$ cat config.mk
export PLATFORM = sky130hd
export DESIGN_NAME = load_store_unit
export DESIGN_NICKNAME = d
export VERILOG_FILES = /design/src/rtl/lsu_pkg.sv /design/src/rtl/lsu_align.sv /design/src/rtl/load_store_unit.sv
export SDC_FILE = /design/constraint.sdc
export NUM_CORES = 1
export LEC_CHECK = 0
export CORE_MARGIN = 5
export CORE_UTILIZATION = 52
export CTS_CLUSTER_DIAMETER = 30
export DETAILED_ROUTE_END_ITERATION = 16
export PLACE_DENSITY = 0.92
export RECOVER_POWER = 50
export SLEW_MARGIN = 20
export SYNTH_ARGS = -nofsm -noshare
export SYNTH_HDL_FRONTEND = slang
export SYNTH_SLANG_ARGS = --single-unit
$ cat constraint.sdc
create_clock -name clk -period 6.6 [get_ports clk]
set_input_delay 1.65 -clock clk [delete_from_list [all_inputs] [get_ports clk]]
set_output_delay 1.65 -clock clk [all_outputs]
set_load 0.03 [all_outputs]
$ cat src/rtl/lsu_pkg.sv
// lsu_pkg: shared funct3 codes, FSM states and access-size decode for the load/store unit
package lsu_pkg;
  localparam logic [2:0] F3_B  = 3'b000;
  localparam logic [2:0] F3_H  = 3'b001;
  localparam logic [2:0] F3_W  = 3'b010;
  localparam logic [2:0] F3_BU = 3'b100;
  localparam logic [2:0] F3_HU = 3'b101;
  typedef enum logic [2:0] {IDLE, RD0, RD1, WR0, WR1, RESP} state_t;
  function automatic logic [2:0] size_of(input logic [2:0] f3);
    return f3[1] ? 3'd4 : f3[0] ? 3'd2 : 3'd1;
  endfunction
endpackage

$ cat src/rtl/lsu_align.sv
// lsu_align: merges store bytes into a two-word window and extracts/extends load data
module lsu_align
  import lsu_pkg::*;
(
  input  logic [63:0] words,
  input  logic [1:0]  off,
  input  logic [2:0]  size,
  input  logic [31:0] wdata,
  input  logic [2:0]  funct3,
  output logic [63:0] merged,
  output logic [31:0] load
);
  logic [63:0] mask;
  logic [31:0] sh;
  logic [5:0]  bits;
  assign bits   = {1'b0, off, 3'b000};
  assign mask   = size == 3'd4 ? 64'hFFFF_FFFF : size == 3'd2 ? 64'hFFFF : 64'hFF;
  assign merged = (words & ~(mask << bits)) | (({32'b0, wdata} & mask) << bits);
  assign sh     = 32'(words >> bits);
  assign load   = funct3 == F3_B  ? {{24{sh[7]}}, sh[7:0]} :
                  funct3 == F3_BU ? {24'b0, sh[7:0]} :
                  funct3 == F3_H  ? {{16{sh[15]}}, sh[15:0]} :
                  funct3 == F3_HU ? {16'b0, sh[15:0]} : sh;
endmodule

$ cat src/rtl/load_store_unit.sv
// load_store_unit: turns RV32I byte/half/word loads and stores into word-only memory accesses
module load_store_unit
  import lsu_pkg::*;
#(
  parameter bit ALLOW_MISALIGNED = 1'b1
) (
  input  logic        clk,
  input  logic        rst,
  input  logic        req,
  input  logic        we,
  input  logic [2:0]  funct3,
  input  logic [31:0] addr,
  input  logic [31:0] wdata,
  output logic        busy,
  output logic        done,
  output logic        err,
  output logic [31:0] rdata,
  output logic [31:0] mem_A,
  output logic [31:0] mem_WD,
  output logic        mem_WE,
  input  logic [31:0] mem_RD
);
  state_t state, nxt;
  logic [31:0] a_addr, a_wdata, w0, w1, base, load;
  logic [2:0]  a_f3, size, in_size;
  logic        a_we, a_err, span, in_span, in_err;
  logic [63:0] merged;
  assign size    = size_of(a_f3);
  assign span    = ({2'b0, a_addr[1:0]} + {1'b0, size}) > 4'd4;
  assign base    = {a_addr[31:2], 2'b00};
  assign in_size = size_of(funct3);
  assign in_span = ({2'b0, addr[1:0]} + {1'b0, in_size}) > 4'd4;
  assign in_err  = funct3 == 3'b011 || (funct3[2] && funct3[1]) || (we && funct3[2]) ||
                   (in_span && !ALLOW_MISALIGNED);
  always_ff @(posedge clk or posedge rst)
    if (rst) state <= IDLE;
    else state <= nxt;
  always_comb begin
    nxt = state;
    case (state)
      IDLE: if (req) nxt = in_err ? RESP : (we && funct3 == F3_W && addr[1:0] == 2'b00) ? WR0 : RD0;
      RD0:  nxt = span ? RD1 : a_we ? WR0 : RESP;
      RD1:  nxt = a_we ? WR0 : RESP;
      WR0:  nxt = span ? WR1 : RESP;
      WR1:  nxt = RESP;
      default: nxt = IDLE;
    endcase
  end
  // The word read this cycle feeds extraction directly so rdata lands on entry to RESP.
  lsu_align u_align (
    .words ({state == RD1 ? mem_RD : w1, state == RD0 ? mem_RD : w0}),
    .off   (a_addr[1:0]),
    .size  (size),
    .wdata (a_wdata),
    .funct3(a_f3),
    .merged(merged),
    .load  (load)
  );
  always_ff @(posedge clk or posedge rst)
    if (rst) begin
      a_addr <= '0; a_wdata <= '0; a_f3 <= '0; a_we <= 1'b0; a_err <= 1'b0;
      w0 <= '0; w1 <= '0; rdata <= '0;
    end else begin
      if (state == IDLE && req) begin
        a_addr <= addr; a_wdata <= wdata; a_f3 <= funct3; a_we <= we; a_err <= in_err;
      end
      if (state == RD0) w0 <= mem_RD;
      if (state == RD1) w1 <= mem_RD;
      if (nxt == RESP && (state == RD0 || state == RD1) && !a_we) rdata <= load;
    end
  always_comb begin
    busy   = state != IDLE;
    done   = state == RESP;
    err    = done && a_err;
    mem_WE = state == WR0 || state == WR1;
    mem_A  = (state == RD0 || state == WR0) ? base :
             (state == RD1 || state == WR1) ? base + 32'd4 : '0;
    mem_WD = state == WR0 ? merged[31:0] : state == WR1 ? merged[63:32] : '0;
  end
endmodule

# After elaboration in Yosys (flattened, before gate mapping)
# Index checks and enable logic that the tools add are counted.
# Widths: inputs -> output; s select.
# word_totals
word_cells	72
ff_bits	168
# classes
order_cmp	1
mux	21
n_shift	3
eq_ne	13
bitwise_logic	4
reduce_logical	19
add_sub_neg	2
# ops
op	count
$mux 32	10
$shl 64x5->64	2
$and 32x64->64	1
$and 64x64->64	1
$mux 64	1
$not 64->64	1
$or 64x64->64	1
$shr 64x5->32	1
$add 32x3->32 const B	1
$eq 3x3->1 const B	6
$mux 16	1
$eq 3x2->1 const B	5
$mux 3	5
$pmux 3 s5	1
$logic_and 1x1->1	8
$eq 3x1->1 const B	2
$logic_not 3->1	2
$logic_or 1x1->1	6
$add 2x3->4	1
$gt 4x3->1 const B	1
$mux 2	2
$reduce_bool 3->1	1
$logic_not 2->1	1
$logic_not 1->1	1
$mux 1	1

# Depth between registers and ports, before layout
# Gate-level depths: netlist of run 1.
# logic_depth
depth_word	11
ltp_mapped	12
mapped_depth_nobuf	10

# By module
# From an unflattened synthesis of run 1, not the netlist that was laid out.
# unflattened
hier_cells	1029
hier_area_um2	10097.2
# by_module_without_submodules
mod	cells_per_inst	n_inst	seq_area_each_um2	area_per_inst_um2
load_store_unit	722	1	4204.0	7701.1
lsu_align	307	1	0.0	2396.0

# Worst setup path before layout of run 1
# Ideal clock, no wire load.
# synth_path
kind	reg2out
start	register state[2]
end	output mem_A[10]
slack_ns	2.272
path_stages_with_launch	8
arrival_time_ns	2.678
required_ns	4.950
path_buffers	4
cell_sequence	dfrtp_1 > buf_2 > nor3b_1 > buf_2 > buf_2 > buf_2 > a21oi_1 > o41ai_1
# synth_between
elab_chain_len	4
word_cells_on_any_way	8
classes_between	eq/ne: 4; mux: 2; reduce/logical: 2
# synth_rtl
item	line_no	rtl
from (decl)	load_store_unit.sv:23	state_t state, nxt;
from (signal assigned)	load_store_unit.sv:37	else state <= nxt;
$eq 3x2->1 / $eq 3x3->1 (equally long branches)	load_store_unit.sv:77	(state == RD1 || state == WR1) ? base + 32'd4 : '0;
$logic_or 1x1->1	load_store_unit.sv:77	
$mux 32	load_store_unit.sv:77	
$mux 32 *	load_store_unit.sv:76	mem_A = (state == RD0 || state == WR0) ? base :
to (decl)	load_store_unit.sv:18	output logic [31:0] mem_A,
# Every way passes the cells marked *; elsewhere a longest branch is shown, timed or not.

# Final worst setup path of run 1
# layout_path
start	register a_addr[0]
end	output mem_WD[19]
# layout_between
elab_chain_len	6
word_cells_on_any_way	7
classes_between	shift: 2; mux: 2; bitwise: 3
# layout_rtl
item	line_no	rtl
from (decl)	load_store_unit.sv:24	logic [31:0] a_addr, a_wdata, w0, w1, base, load;
from (signal assigned)	load_store_unit.sv:65	a_addr <= addr; a_wdata <= wdata; a_f3 <= funct3; a_we <= we; a_err <= in_err;
$shl 64x5->64	lsu_align.sv:18	assign merged = (words & ~(mask << bits)) | (({32'b0, wdata} & mask) << bits);
$not 64->64	lsu_align.sv:18	
$and 64x64->64	lsu_align.sv:18	
$or 64x64->64 *	lsu_align.sv:18	
$mux 32	load_store_unit.sv:78	mem_WD = state == WR0 ? merged[31:0] : state == WR1 ? merged[63:32] : '0;
$mux 32 *	load_store_unit.sv:78	
to (decl)	load_store_unit.sv:19	output logic [31:0] mem_WD,
# Marked as above.

==> results_dict.tcl, run 1 <==
set metrics [dict create \
    yosysSeqAreaShare_pct 44.3 \
    finalHoldViolations 0 \
    min_path_type "register to register" \
    final_area_sq_um 12200 \
    path_class "register to primary output" \
    design.core.area_sq_um 18000 \
    final_cells 1478 \
    syn_inst 1078 \
    synth-main-ff-cell "dfrtp_1" \
    cts.path.max_buffers 2 \
    fmaxAchievable_mhz 174 \
    dp_hpwl_um 21800 \
    peakVddDrop_mv 0.364 \
    slowest_stage "dfrtp_2" \
    finalSetupViolCount 0 \
    chipHeight_um 145 \
    fillers 1421 \
    critPathLaunchType "register" \
    postRouteAntennaNets 0 \
    cp_common_cell "o22ai_1" \
    cts_root_buffer "clkbuf_16" \
    insertion_delay_ns 0.43 \
    yosys_warnings 0 \
    crit_required_ns 4.95 \
    fin_skew_ns 0.00841 \
    whs_ns 0.491 \
    place.port_buffers 200 \
    cts_setup_buffers 0 \
    power_density_nw_per_um2 600 \
    slowest_delay_ns 1.11 \
    num_io_pins 203 \
    grt_first_pass_wirelength_um 48600 \
    synth_top_family_by_area "simple AND/OR/NAND/NOR gates" \
    cp.arrival_ns 4.11 \
    post_cts_resize_count 0 \
    finalPower_mw 7.30 \
    area_growth_pct 28.2 \
    drtIter0Drc 1084 \
    firstDrtPassIters 5 \
    tns_ns 0 \
    r2r_slack_ns 1.67 \
    synth_cell_types 53 \
    synthAdderAreaFrac_pct 0.396 \
    synth_mux_area_share_pct 14.5 \
    worst_pin_slew_ns 1.96 \
    fin_nets 1340 \
    slew_headroom_pct -30.4 \
    holdPathEnd "a_err$_DFFE_PP0P_" \
    cts_tree "done" \
    die-width_um 145 \
    min_period_ns 5.76 \
    ctsHoldBuffers 0 \
    multi_input_area_sq_um 4750 \
    grt_use_total_pct 28.5 \
    reg2reg_depth 9 \
    cts-buffers-inserted 17 \
    grt_max_degree 100 \
    timing.final.crit_share_pct 87.2 \
    syn_area_sq_um 9490 \
    placed_area_sq_um 11600 \
    leakagePower_nw 5.41 \
    start_util_pct 52.8 \
    crit_chain "and2_1 -> nor3_1 -> a21oi_1 -> o22ai_1 -> a31oi_1 -> o22ai_1 -> clkdlybuf4s50_1" \
    path_clk_slew_ns 0.07 \
    holdPathStages 1 \
    overflow 0 \
    grt_pass1_vias 8835 \
    slew_viol_final 129 \
    antenna_found_initial 1 \
    grt_setup_unrepaired "no" \
    wire_per_inst_um 20.7 \
    reg2reg_from "a_addr[0]$_DFFE_PP0P_" \
    htreeDepth 4 \
    drc 0 \
    area.sequential_sq_um 4210 \
    cap_violations 3 \
    synth_compound_area_share_pct 15.6 \
    synth_edf_count 0 \
    ys_ff_latch 168 \
    vias 8964 \
    r2r-end "rdata[28]$_DFFE_PP0P_" \
    synth_xor_area_share_pct 1.85 \
    endpoint_kind "primary output" \
    status "finished with violations" \
    routed_wirelength_um 30600 \
    clock_sinks 168 \
    synth-simple-area-share_pct 17.5 \
    place.gp.congestion 0.931 \
    violations "capacitance limit, slew limit" \
    cp_max_fo 57 \
    num_rows 49 \
    min-delay-start "a_err$_DFFE_PP0P_" \
    die_area_sq_um 21100 \
    async_flop_share_pct 100 \
    viasPerCell 6.06 \
    placedCellCount 1444 \
    drive_above_1_share_pct 6.58 \
    syn_avg_cell_area_sq_um 8.80 \
]
## flip-flops by register name, summed over array words and instances, names as in the netlist
register	count
a_addr	32
a_wdata	32
rdata	32
w0	32
w1	32
a_f3	3
state	3
a_err	1
a_we	1
## metal layers
layer  global-route usage, %  vias to the layer above  share of wire [%]
met5                       0                        -                  0
met1                    38.5                     4275                 40
met4                    12.6                        0                4.5
li1                        -                     4030                  -
met3                    8.11                       88                 10
met2                    42.7                      571                 45
## worst max-delay path: cells and delay by family (launching register included)
| kind | cells | cell delay [ns] |
|---|---|---|
| buffers and inverters | 1 | 0.66 |
| flip-flops | 1 | 1.11 |
| AND/OR/NAND/NOR | 2 | 0.61 |
| AO/OA/AOI/OAI | 4 | 1.28 |
## placed cells by master (no fill, tap or decap), types with 16 or more instances in the layout
cell type / n
a21oi_1: 51
a22oi_1: 22
clkbuf_16: 17
clkdlybuf4s50_1: 167
dfrtp_1: 167
dlygate4sd3_1: 33
inv_1: 60
mux2_2: 27
mux2i_1: 99
nand2_1: 259
nor2_1: 68
o21ai_0: 31
o22a_1: 20
o22ai_1: 44
xor2_1: 16
## stage by stage
step	worst slack [ns]	util, %
2_1_floorplan	0.403	-
3_5_place_dp	1.27	64.5
5_1_grt	0.754	67.7
4_1_cts	1.09	67.8
6_report	0.844	67.7
3_3_place_gp	1.29	64.5
## worst max-delay path by stage
stage / start / end / slack (ns) / depth (start not counted)
6_report: a_addr[0]$_DFFE_PP0P_ / mem_WD[19] / 0.84 / 7
5_1_grt: a_addr[0]$_DFFE_PP0P_ / mem_WD[23] / 0.75 / 7
4_1_cts: a_addr[0]$_DFFE_PP0P_ / mem_WD[19] / 1.09 / 7
3_5_place_dp: mem_RD[7] / mem_WD[7] / 1.27 / 5
3_3_place_gp: mem_RD[7] / mem_WD[7] / 1.29 / 5
2_1_floorplan: rst / a_addr[0]$_DFFE_PP0P_ / 0.40 / 1
## synth_stat cells, types with 2 or more instances
cell type,instances,area share (%)
or3_1,5,0.33
ha_1,3,0.40
o41ai_1,2,0.18
buf_1,9,0.36
buf_2,12,0.63
nor2_1,68,2.7
nor3b_1,2,0.16
and2_1,6,0.40
o211ai_1,7,0.55
a22oi_1,22,1.7
xnor2_1,4,0.37
o21ai_0,31,1.6
dfrtp_1,168,44
nor2b_1,8,0.53
nand3_1,9,0.47
and3_1,5,0.33
a21oi_1,51,2.7
o22ai_1,45,3.0
a32o_1,8,0.84
inv_1,61,2.4
o22a_1,20,1.8
o21a_1,4,0.32
mux4_2,3,0.71
a21boi_0,6,0.47
nor3_1,8,0.42
and4_1,4,0.37
o221ai_1,7,0.65
o2bb2ai_1,2,0.18
nand2b_1,4,0.26
mux2_2,28,3.3
inv_2,2,0.079
buf_4,5,0.40
nand2_1,259,10
nand4_1,10,0.66
xor2_1,16,1.5
a31oi_1,10,0.66
mux2i_1,99,10
clkbuf_1,50,2.0
## area by class of cell
class / instances / share of cell area [%]
Multi-Input combinational cell: 772 / 39.0
Sequential cell: 168 / 34.6
Timing Repair Buffer: 212 / 17.1
Clock buffer: 20 / 3.75
Tap cell: 229 / 2.36
Inverter: 63 / 1.99
Clock inverter: 12 / 1.16
Antenna cell: 2 / 0.0411
## cells by family (layout without fill, tap and decap cells)
family | after synthesis | count (layout)
xor+xnor | 20 | 20
mux | 130 | 130
buf+inv | 139 | 307
compound gates | 223 | 223
other cells | 1 | 4
simple gates | 394 | 394
flops | 168 | 168
fa+ha+maj | 3 | 3
## report_power, final
part / switching [mW] / leakage (nW) / total, mW / internal (mW)
logic: 2.62 / 3.11 / 4.26 / 1.63
registers: 0.481 / 2.02 / 2.03 / 1.54
clock network: 0.435 / 0.288 / 1.02 / 0.583
total: 3.54 / 5.41 / 7.30 / 3.76
Power figures use the tool's default switching activity.
==> run 2: changes to the inputs <==
GPL_TIMING_DRIVEN = 1   (was unset)
clock period = 5.3 ns   (was 6.6 ns; I/O delays follow)
==> results_dict.tcl, run 2 (same netlist as run 1, synthesis figures left out) <==
set metrics [dict create \
    viasPerCell 6.09 \
    place.port_buffers 200 \
    slew_viol_final 166 \
    cp_common_cell "o22ai_1" \
    finalSetupViolCount 0 \
    start_util_pct 52.8 \
    min_path_type "register to register" \
    cp_max_fo 32 \
    finalHoldViolations 0 \
    grt_setup_unrepaired "no" \
    path_class "register to primary output" \
    vias 9016 \
    place.gp.congestion 0.936 \
    mostFrequentLayoutCells "258 x nand2_1, 199 x clkdlybuf4s50_1, 167 x dfrtp_1, 99 x mux2i_1, 68 x nor2_1" \
    firstDrtPassIters 6 \
    path_clk_slew_ns 0.07 \
    tns_ns 0 \
    final_common_cell "nand2_1" \
    wl_met2_um 13900 \
    min_period_ns 4.91 \
    routed_wirelength_um 30600 \
    path_buf_inv 2 \
    slowest_delay_ns 0.66 \
    postRouteAntennaNets 0 \
    grt_pass1_vias 8656 \
    power_density_nw_per_um2 745 \
    cts_root_buffer "clkbuf_16" \
    whs_ns 0.472 \
    cap_violations 2 \
    num_io_pins 203 \
    critPathLaunchType "register" \
    cts.path.max_buffers 2 \
    fmaxAchievable_mhz 204 \
    placed_area_sq_um 11700 \
    cp_top_family "buffers and inverters" \
    grt_use_total_pct 28.1 \
    route.met3.wl_um 3010 \
    htreeDepth 4 \
    final_area_sq_um 12200 \
    post_cts_resize_count 0 \
    leakagePower_nw 5.43 \
    grt_max_degree 84 \
    overflow 0 \
    die-width_um 145 \
    fin_nets 1345 \
    crit_chain "nor3b_1 -> buf_12 -> mux2i_1 -> o22ai_1 -> a21oi_1 -> o22ai_1 -> clkdlybuf4s50_1" \
    cts_tree "done" \
    die_area_sq_um 21100 \
    antenna_cells 0 \
    drc 0 \
    finish.utilization_pct 67.9 \
    clock_sinks 168 \
    violations "capacitance limit, slew limit" \
    ctsHoldBuffers 0 \
    worst_pin_slew_ns 2.02 \
    peakVddDrop_mv 0.401 \
    cp.arrival_ns 3.59 \
    cts_setup_buffers 0 \
    slew_headroom_pct -34.7 \
    status "finished with violations" \
    top_layer "met4" \
    crit_required_ns 3.97 \
    slowest_stage "clkdlybuf4s50_1" \
    endpoint_kind "primary output" \
    routedLengthMet1_um 12400 \
    insertion_delay_ns 0.44 \
    finalPower_mw 9.09 \
    drive_above_1_share_pct 7.11 \
    timing.final.crit_share_pct 92.7 \
    dp_hpwl_um 22200 \
    drtIter0Drc 996 \
    area_growth_pct 28.6 \
    design.core.area_sq_um 18000 \
    grt_first_pass_wirelength_um 47900 \
    cts-buffers-inserted 17 \
    fin_skew_ns 0.0115 \
    chipHeight_um 145 \
    num_rows 49 \
    antenna_found_initial 0 \
    wire_per_inst_um 20.7 \
]
-- run 2: per-stage QoR --
step,instances,setup slack [ns]
3_3_place_gp,1449,0.648
3_5_place_dp,1449,0.678
2_1_floorplan,1079,1.30
5_1_grt,1481,0.251
4_1_cts,1481,0.556
6_report,1481,0.389
-- run 2: final timing paths --
| kind | slack [ns] | depth (start not counted) | from | end |
|---|---|---|---|---|
| worst max-delay path | 0.39 | 7 | state[2]$_DFF_PP0_ | mem_WD[6] |
| worst min-delay path | 0.47 | 1 | a_err$_DFFE_PP0P_ | a_err$_DFFE_PP0P_ |
| worst max register to register | 1.80 | 10 | a_f3[1]$_DFFE_PP0P_ | rdata[31]$_DFFE_PP0P_ |
| worst min register to register | 0.47 | 1 | a_err$_DFFE_PP0P_ | a_err$_DFFE_PP0P_ |
| max in group asynchronous | 1.72 | 3 | rst | a_addr[0]$_DFFE_PP0P_ |
| min in group asynchronous | 1.26 | 2 | rst | w0[6]$_DFF_PP0_ |
-- run 2: layout make-up --
type	instances	area, sq um
Inverter	63	238
Multi-Input combinational cell	772	4740
Timing Repair Buffer	217	2150
Fill cell	1360	5760
Tap cell	229	287
Sequential cell	168	4210
Clock buffer	19	433
Clock inverter	13	146
-- run 2: worst reg2reg max path: stages, from the launching register on --
cell       delay (ns)
dfrtp_1          0.57
buf_4            0.37
nand2b_1         0.33
xnor2_1          0.17
ha_1             0.25
o2bb2ai_1        0.14
o2bb2ai_1        0.18
o22ai_2          0.19
a21boi_2         0.59
o31ai_4          0.33
o22a_1           0.28
-- run 2: routing by layer --
layer	track usage, %	up-vias
li1	-	4044
met1	38.6	4320
met2	42.6	550
met3	6.45	102
met4	12.5	0
met5	0	-
-- run 2: where the power goes --
group          internal (mW)  total [mW]  leakage [nW]  switching, mW
registers               1.93        2.46          2.02          0.535
logic                   2.06        5.39          3.14           3.33
clock network          0.700        1.24         0.277          0.537
total                   4.69        9.09          5.43           4.40
